===== config.mk =====
export PLATFORM = sky130hd
export DESIGN_NAME = mcu_mem_ctrl
export DESIGN_NICKNAME = d
export VERILOG_FILES = /design/src/rtl/mcu_mem_pkg.sv /design/src/rtl/mcu_fetch_fifo.sv /design/src/rtl/mcu_mem_ctrl.sv
export SDC_FILE = /design/constraint.sdc
export NUM_CORES = 1
export LEC_CHECK = 0
export ABC_CLOCK_PERIOD_IN_PS = 11200
export BUFFER_PORTS_ARGS = -buffer_cell sky130_fd_sc_hd__buf_2
export CAP_MARGIN = 15
export CORE_MARGIN = 10
export CORE_UTILIZATION = 52
export CTS_BUF_LIST = sky130_fd_sc_hd__clkbuf_4 sky130_fd_sc_hd__clkbuf_8
export CTS_CLUSTER_DIAMETER = 40
export DETAILED_ROUTE_END_ITERATION = 6
export PLACE_DENSITY_LB_ADDON = 0.1
export SLEW_MARGIN = 10
export SYNTH_ARGS = -nofsm -noshare
export SYNTH_HDL_FRONTEND = slang
export SYNTH_HIERARCHICAL = 1
export SYNTH_SLANG_ARGS = --single-unit

===== constraint.sdc =====
create_clock -name clk -period 11.2 [get_ports clk]
set_input_delay 3.36 -clock clk [delete_from_list [all_inputs] [get_ports clk]]
set_output_delay 3.36 -clock clk [all_outputs]
set_load 0.05 [all_outputs]

===== src/rtl/mcu_mem_pkg.sv =====
// Shared widths and the prefetch FIFO entry type for the MCU memory controller.
package mcu_mem_pkg;

  localparam int unsigned ADDR_W    = 11;
  localparam int unsigned DATA_W    = 16;
  localparam int unsigned RAM_WORDS = 2048;

  // One prefetched instruction word tagged with the address it came from.
  typedef struct packed {
    logic [ADDR_W-1:0] addr;
    logic [DATA_W-1:0] data;
  } fetch_entry_t;

endpackage


===== src/rtl/mcu_fetch_fifo.sv =====
// Small prefetch FIFO of fetch_entry_t; flush wins over push and pop.
module mcu_fetch_fifo
  import mcu_mem_pkg::*;
#(
  parameter int unsigned FIFO_DEPTH = 2
) (
  input  logic                          clk,
  input  logic                          reset,
  input  logic                          push,
  input  fetch_entry_t                  push_entry,
  input  logic                          pop,
  input  logic                          flush,
  output logic [$clog2(FIFO_DEPTH):0]   count,
  output fetch_entry_t                  head,
  output logic                          head_valid
);

  localparam int unsigned PTR_W = $clog2(FIFO_DEPTH);
  localparam int unsigned CNT_W = PTR_W + 1;

  fetch_entry_t     mem [FIFO_DEPTH];
  logic [PTR_W-1:0] rd_ptr;
  logic [PTR_W-1:0] wr_ptr;
  logic             do_pop;

  // Popping an empty FIFO is ignored.
  always_comb begin
    do_pop     = pop && (count != '0);
    head       = mem[rd_ptr];
    head_valid = (count != '0);
  end

  // Pointer and occupancy tracking; the issue rule upstream prevents overflow.
  always_ff @(posedge clk) begin
    if (reset || flush) begin
      rd_ptr <= '0;
      wr_ptr <= '0;
      count  <= '0;
    end else begin
      if (push)   wr_ptr <= wr_ptr + 1'b1;
      if (do_pop) rd_ptr <= rd_ptr + 1'b1;
      count <= count + CNT_W'(push) - CNT_W'(do_pop);
    end
  end

  // Entry storage; contents need no reset since count gates visibility.
  always_ff @(posedge clk) begin
    if (push && !flush) mem[wr_ptr] <= push_entry;
  end

endmodule


===== src/rtl/mcu_mem_ctrl.sv =====
// Memory-side controller for the 2048x16 MCU RAM: data port has fixed priority
// over a sequential instruction prefetcher feeding a small FIFO.
// Optional feature macro: MCU_MEM_WP_EN (suppress stores below WP_LIMIT, pulse d_wp_err).
module mcu_mem_ctrl
  import mcu_mem_pkg::*;
#(
  parameter logic [ADDR_W-1:0] RESET_PC   = 11'h000,
  parameter int unsigned       FIFO_DEPTH = 2,
  parameter logic [ADDR_W-1:0] WP_LIMIT   = 11'h040
) (
  input  logic              clk,
  input  logic              reset,
  input  logic              d_valid,
  input  logic              d_we,
  input  logic [ADDR_W-1:0] d_addr,
  input  logic [DATA_W-1:0] d_wdata,
  output logic              d_ready,
  output logic              d_rvalid,
  output logic [DATA_W-1:0] d_rdata,
  output logic              d_wp_err,
  input  logic              redirect,
  input  logic [ADDR_W-1:0] redirect_pc,
  output logic              instr_valid,
  output logic [DATA_W-1:0] instr_data,
  output logic [ADDR_W-1:0] instr_addr,
  input  logic              instr_ready,
  output logic              ram_ce,
  output logic              ram_oce,
  output logic              ram_wre,
  output logic [ADDR_W-1:0] ram_ad,
  output logic [DATA_W-1:0] ram_din,
  input  logic [DATA_W-1:0] ram_dout
);

  localparam int unsigned CNT_W = $clog2(FIFO_DEPTH) + 1;
  localparam int unsigned OCC_W = CNT_W + 1;

`ifdef MCU_MEM_WP_EN
  localparam bit WP_ON = 1'b1;
`else
  localparam bit WP_ON = 1'b0;
`endif

  logic [ADDR_W-1:0] fetch_pc;
  logic [ADDR_W-1:0] fetch_addr;
  logic              tag_valid;
  logic              tag_is_data;
  logic [ADDR_W-1:0] tag_addr;
  logic              resp_stale;
  logic              data_req;
  logic              wp_block;
  logic              data_port;
  logic              load_issue;
  logic              fetch_inflight;
  logic [OCC_W-1:0]  occ;
  logic              space_ok;
  logic              fetch_issue;
  logic              fifo_push;
  fetch_entry_t      push_entry;
  fetch_entry_t      fifo_head;
  logic [CNT_W-1:0]  fifo_count;

  // Arbitration: data wins the port, a fetch takes it only when free and the FIFO has room.
  always_comb begin
    data_req       = d_valid && !reset;
    wp_block       = WP_ON && data_req && d_we && (d_addr < WP_LIMIT);
    data_port      = data_req && !wp_block;
    load_issue     = data_port && !d_we;
    fetch_addr     = redirect ? redirect_pc : fetch_pc;
    fetch_inflight = tag_valid && !tag_is_data;
    occ            = OCC_W'(fifo_count) + OCC_W'(fetch_inflight);
    // A redirect empties both the FIFO and the in-flight slot this cycle.
    space_ok       = redirect || (occ < OCC_W'(FIFO_DEPTH));
    fetch_issue    = !reset && !data_port && space_ok;
  end

  // RAM pins driven straight from the arbitration decision.
  always_comb begin
    ram_ce  = data_port || fetch_issue;
    ram_oce = 1'b1;
    ram_wre = data_port && d_we;
    ram_ad  = data_port ? d_addr : fetch_addr;
    ram_din = d_wdata;
    d_ready = !reset;
  end

  // Response steering: a redirect in the return cycle makes a returning fetch stale.
  always_comb begin
    resp_stale      = redirect;
    d_rvalid        = tag_valid && tag_is_data && !reset;
    d_rdata         = ram_dout;
    fifo_push       = tag_valid && !tag_is_data && !reset && !resp_stale;
    push_entry      = '0;
    push_entry.addr = tag_addr;
    push_entry.data = ram_dout;
  end

  // In-flight tag, fetch pointer and write-protect error pulse.
  always_ff @(posedge clk) begin
    if (reset) begin
      fetch_pc    <= RESET_PC;
      tag_valid   <= 1'b0;
      tag_is_data <= 1'b0;
      tag_addr    <= '0;
      d_wp_err    <= 1'b0;
    end else begin
      tag_valid   <= load_issue || fetch_issue;
      tag_is_data <= load_issue;
      tag_addr    <= fetch_addr;
      d_wp_err    <= wp_block;
      if (fetch_issue) begin
        fetch_pc <= fetch_addr + 1'b1;
      end else if (redirect) begin
        fetch_pc <= redirect_pc;
      end
    end
  end

  mcu_fetch_fifo #(
    .FIFO_DEPTH (FIFO_DEPTH)
  ) u_fifo (
    .clk        (clk),
    .reset      (reset),
    .push       (fifo_push),
    .push_entry (push_entry),
    .pop        (instr_ready),
    .flush      (redirect),
    .count      (fifo_count),
    .head       (fifo_head),
    .head_valid (instr_valid)
  );

  // FIFO head presented to the instruction consumer.
  always_comb begin
    instr_data = fifo_head.data;
    instr_addr = fifo_head.addr;
  end

endmodule

Word-level counts from Yosys, hierarchy flattened
Memories as Yosys holds them, arrays and structs flattened. A register that Yosys moved wholly into a read port is not among the register bits.
Index checks and enable logic that the tools add are counted.
{"block": "totals", "output_inout_bits": 77, "n_memories": 1, "wordCells": 44, "mem_bits_rw": 54, "inputBits": 60, "latchBits": 0, "ff_bits": 28, "mem_bits_ro": 0}
{"memory": "u_fifo.mem", "depth": 2, "word_bits": 27, "rd": 1, "rd_ports_with_merged_regs": 1, "write_ports": 1, "line_no": "mcu_fetch_fifo.sv:21", "text": "fetch_entry_t mem [FIFO_DEPTH];"}
{"block": "op_classes", "div_mod_pow": 0, "mul": 0, "order_cmp": 1, "shifts": 0, "n_reduce_logical": 22, "n_eq_ne": 0, "muxes": 7, "bitwise": 0, "addsub": 6}
{"op": "2-to-1 mux 11 bit", "count": 3}
{"op": "logical AND 1 bit", "count": 12}
{"op": "adder 11 x 1 -> 11 bit, second input constant", "count": 1}
{"op": "logical NOT 1 bit", "count": 5}
{"op": "logical OR 1 bit", "count": 4}
{"op": "2-to-1 mux 1 bit", "count": 4}
{"op": "adder 2 x 1 -> 3 bit", "count": 1}
{"op": "< comparator 3 x 2 -> 1 bit, second input constant", "count": 1}
{"op": "adder 1 bit, second input constant", "count": 2}
{"op": "adder 2 x 1 -> 2 bit", "count": 1}
{"op": "nonzero test 2 bit", "count": 1}
{"op": "subtractor 2 x 1 -> 2 bit", "count": 1}

Depth between registers and ports, before layout
{"block": "depth", "word_depth": 7, "ltp_mapped": 8, "ltp_nobuf": 6}

Cells and area by module
The synthesis kept the hierarchy.
{"mod": "mcu_fetch_fifo", "instances": 1, "seq_area_each_um2": 1721.7, "area_each_um2": 2303.5, "cells_per_inst": 106}
{"mod": "mcu_mem_ctrl", "instances": 1, "seq_area_each_um2": 480.5, "area_each_um2": 1468.9, "cells_per_inst": 168}

Worst setup path after synthesis
OpenSTA, ideal clock, no wires.
{"block": "synth_path", "path_type": "in2out", "start": "input reset", "end": "output ram_ad[0]", "t_required_ns": 7.840, "n_path_buf": 2, "arrival_ns": 5.171, "slack_ns": 2.669, "cell_stages": 5, "cell_sequence": "buf_2 -> inv_1 -> nand2_1 -> clkbuf_1 -> a21oi_1"}
{"block": "synth_between", "elab_chain_len": 3}
{"element": "start, declared", "line_no": "mcu_mem_ctrl.sv:12", "text": "input logic reset,"}
{"element": "logical NOT 1 bit"}
{"element": "via d_ready", "line_no": "mcu_mem_ctrl.sv:17", "text": "output logic d_ready,"}
{"element": "logical AND 1 bit", "line_no": "mcu_mem_ctrl.sv:65", "text": "data_req = d_valid && !reset;"}
{"element": "2-to-1 mux 11 bit", "line_no": "mcu_mem_ctrl.sv:82", "text": "ram_ad = data_port ? d_addr : fetch_addr;"}
{"element": "end, declared", "line_no": "mcu_mem_ctrl.sv:30", "text": "output logic [ADDR_W-1:0] ram_ad,"}
The timed path passes the listed nets, and every way through them passes these cells.

Final worst setup path
{"block": "layout_path", "start": "input reset", "end": "output ram_ad[9]"}
{"block": "layout_between", "elab_chain_len": 3}
{"element": "logical NOT 1 bit", "line_no": "mcu_mem_ctrl.sv:65"}
{"element": "logical AND 1 bit", "line_no": "mcu_mem_ctrl.sv:65"}
{"element": "2-to-1 mux 11 bit", "line_no": "mcu_mem_ctrl.sv:82"}
Every way passes these cells.

==> flow_summary.json <==
{
  "clock-sinks": 83,
  "postCtsHoldBufs": 0,
  "worst-setup-path-type": "input port to primary output",
  "seqCellArea_sq_um": 2200,
  "drc": 0,
  "synthArstFlopShare_pct": 0,
  "clkLatencyLatePin_ns": 0.34,
  "initial_core_util_pct": 54.6,
  "grt_pass1_vias": 2364,
  "cts_resized": 0,
  "relSlewSlack_pct": 43.4,
  "grt_pass1_wl_mm": 11.5,
  "clkSlewWorstSetupHoldPaths_ns": 0.08,
  "placedCellCount": 431,
  "power_density_nw_per_um2": 152,
  "gp_congestion": 0.737,
  "n_antenna_cell": 0,
  "ys.flop_type": "edfxtp_1",
  "routed_wl_mm": 6.81,
  "gr-total-overflow": 0,
  "endpoint_kind": "primary output",
  "fmax_ghz": 0.119,
  "wl_per_cell_um": 15.2,
  "drt-initial-drc-count": 55,
  "numPortBuffers": 102,
  "core.rowCount": 30,
  "via_count": 2207,
  "grt_usage_pct": 12.6,
  "setup_viol": 0,
  "layout-drive-gt1-share_pct": 46.2,
  "area_growth_pct": 13.7,
  "tns_ns": 0,
  "intPower_mw": 0.483,
  "arrival_ns": 5.05,
  "nets": 409,
  "dr.pass1.iters": 4,
  "pwr-share-clk_pct": 34.9,
  "hp-class": "flop to flop",
  "synth.net_count": 337,
  "fin_crit_sh_pct": 75.1,
  "hpwlAfterDp_mm": 5.02,
  "cts_root_buffer": "clkbuf_8",
  "multi_input_area_sq_um": 1210,
  "cts_tree": "built",
  "final-hold-violation-count": 0,
  "rsz0062_at_grt": "no",
  "report.final.slew_viol_count": 0,
  "antenna_left": 0,
  "power_leakage_nw": 1.77,
  "synth_edf_count": 54,
  "yosys_register_bits": 83,
  "cts_buffers": 9,
  "irDropWorstVdd_uv": 75.6,
  "switchingPower_mw": 0.168,
  "synthTopCellsByCount": "edfxtp_1, buf_4, dfxtp_1",
  "viasPerCell": 4.94,
  "pwr-share-comb_pct": 13.3,
  "ys_seq_area_share_pct": 58.4,
  "synth.avg_cell_area_sq_um": 13.8,
  "worst_setup_path_start_kind": "input port",
  "yosys_warnings": 6,
  "clockBufferDepth": 2,
  "swShare_pct": 25.8,
  "yosysMostFrequentCell": "edfxtp_1",
  "dieArea_sq_um": 11100,
  "path_max_fanout": 25,
  "cts_setup_buffers": 0,
  "tightest_slew_ns": 0.848,
  "grt_start_max_net_pins": 30,
  "synth_top_area_cell": "edfxtp_1",
  "die_w_um": 105,
  "period_minus_slack_ns": 8.41,
  "fin_worst_skew_ns": 0.00740,
  "n_fill_cell": 589,
  "antenna_found_initial": 0,
  "whs_path_depth": 0,
  "core_region_area_sq_um": 6910,
  "crit_required_ns": 7.84,
  "die_y_um": 105,
  "ys_types": 44,
  "ioPinCount": 137,
  "rr_worst_depth": 3,
  "status": "finished, final reports clean",
  "syn_area_sq_um": 3770,
  "ys_top_cells_by_area": "edfxtp_1, dfxtp_1, mux2_4, buf_4, mux2_2",
  "finalNonFillerCells": 447,
  "synth_top_area_share_pct": 43.0,
  "syn_inst": 274,
  "max-cap-violations": 0,
  "cts-htree-levels": 3,
  "power_frac_seq_pct": 51.7
}
## cells in the final DEF (no fill, tap or decap), types with 4 or more instances in the layout
master	count
nor3_1	8
a21oi_1	11
clkbuf_8	9
and3_1	4
nor4_2	4
nor2_1	26
edfxtp_1	54
mux2_2	11
mux2_4	20
mux2i_1	10
inv_1	5
and2_1	4
buf_2	102
dfxtp_1	28
## registers in the layout, indices dropped and copies added, names as in the netlist, named ones only
name / flops
fetch_pc: 11
tag_addr: 11
tag_is_data: 1
tag_valid: 1
u_fifo/count: 2
u_fifo/mem: 54
u_fifo/rd_ptr: 1
u_fifo/wr_ptr: 1
## metal layers
| layer | up-vias | GRT usage, % | wire length [um] |
|---|---|---|---|
| met5 | - | 0 | 0 |
| met4 | 0 | 4.31 | 94 |
| met3 | 15 | 6.88 | 745 |
| met2 | 91 | 18.4 | 2900 |
| met1 | 1003 | 15.4 | 3080 |
| li1 | 1098 | - | - |
## cell type report
cell class                 count  area share, %
clock inverter                 7           2.13
clock buffer                   9           2.89
inverter                       5          0.437
tap                           96           2.80
multi-input combinational    143           28.1
sequential                    83           51.4
timing repair buffer         104           12.2
## path summary, 6_finish.rpt
path	to	slack, ns	from
worst min register to register	u_fifo/mem[1][21]$_DFFE_PP_	0.43	tag_addr[5]$_SDFF_PP0_
worst max-delay path	ram_ad[9]	2.79	reset
worst max register to register	u_fifo/mem[0][10]$_DFFE_PP_	9.18	tag_valid$_SDFF_PP0_
worst min-delay path	u_fifo/mem[1][21]$_DFFE_PP_	0.43	tag_addr[5]$_SDFF_PP0_
## through the flow
step                utilization [%]  hold slack, ns  setup slack (ns)  instance area (sq um)  power (mW)
finish                         62.1           0.432              2.79                   4290       0.651
detailed placement             59.0           0.411              2.78                   4080       0.431
global placement               59.0           0.404              2.90                   4080       0.430
floorplan                         -           0.404              2.67                   3770       0.427
global route                   62.1           0.436              2.54                   4290       0.679
CTS                            62.1           0.433              2.77                   4290       0.659
## critical path, stage by stage
cell and delay (ns):
buf_2 0.37, inv_1 0.23, nand2_1 0.56, nor2_1 0.08, a21oi_1 0.14, buf_2 0.29
## kinds of logic (layout without fill, tap and decap cells)
family / after synthesis / count (layout) / share of synthesized area, %
AOI/OAI and AO/OA: 22 / 22 / 3.85
muxes: 45 / 45 / 15.2
buffers and inverters: 48 / 125 / 9.75
and+or+nand+nor: 68 / 68 / 10.6
adders and majority gates: 3 / 3 / 0.995
DFF: 83 / 83 / 58.4
xor gates and xnor gates: 3 / 3 / 1.06
other: 2 / 2 / 0.199
## power by group through the flow
stage / clock network [mW] / logic (mW) / registers, mW
detailed placement: 0 / 0.0875 / 0.344
global route: 0.247 / 0.0944 / 0.338
global placement: 0 / 0.0866 / 0.344
CTS: 0.235 / 0.0879 / 0.337
finish: 0.228 / 0.0868 / 0.337
floorplan: 0 / 0.0845 / 0.343
(Power assumes the default switching activity.)
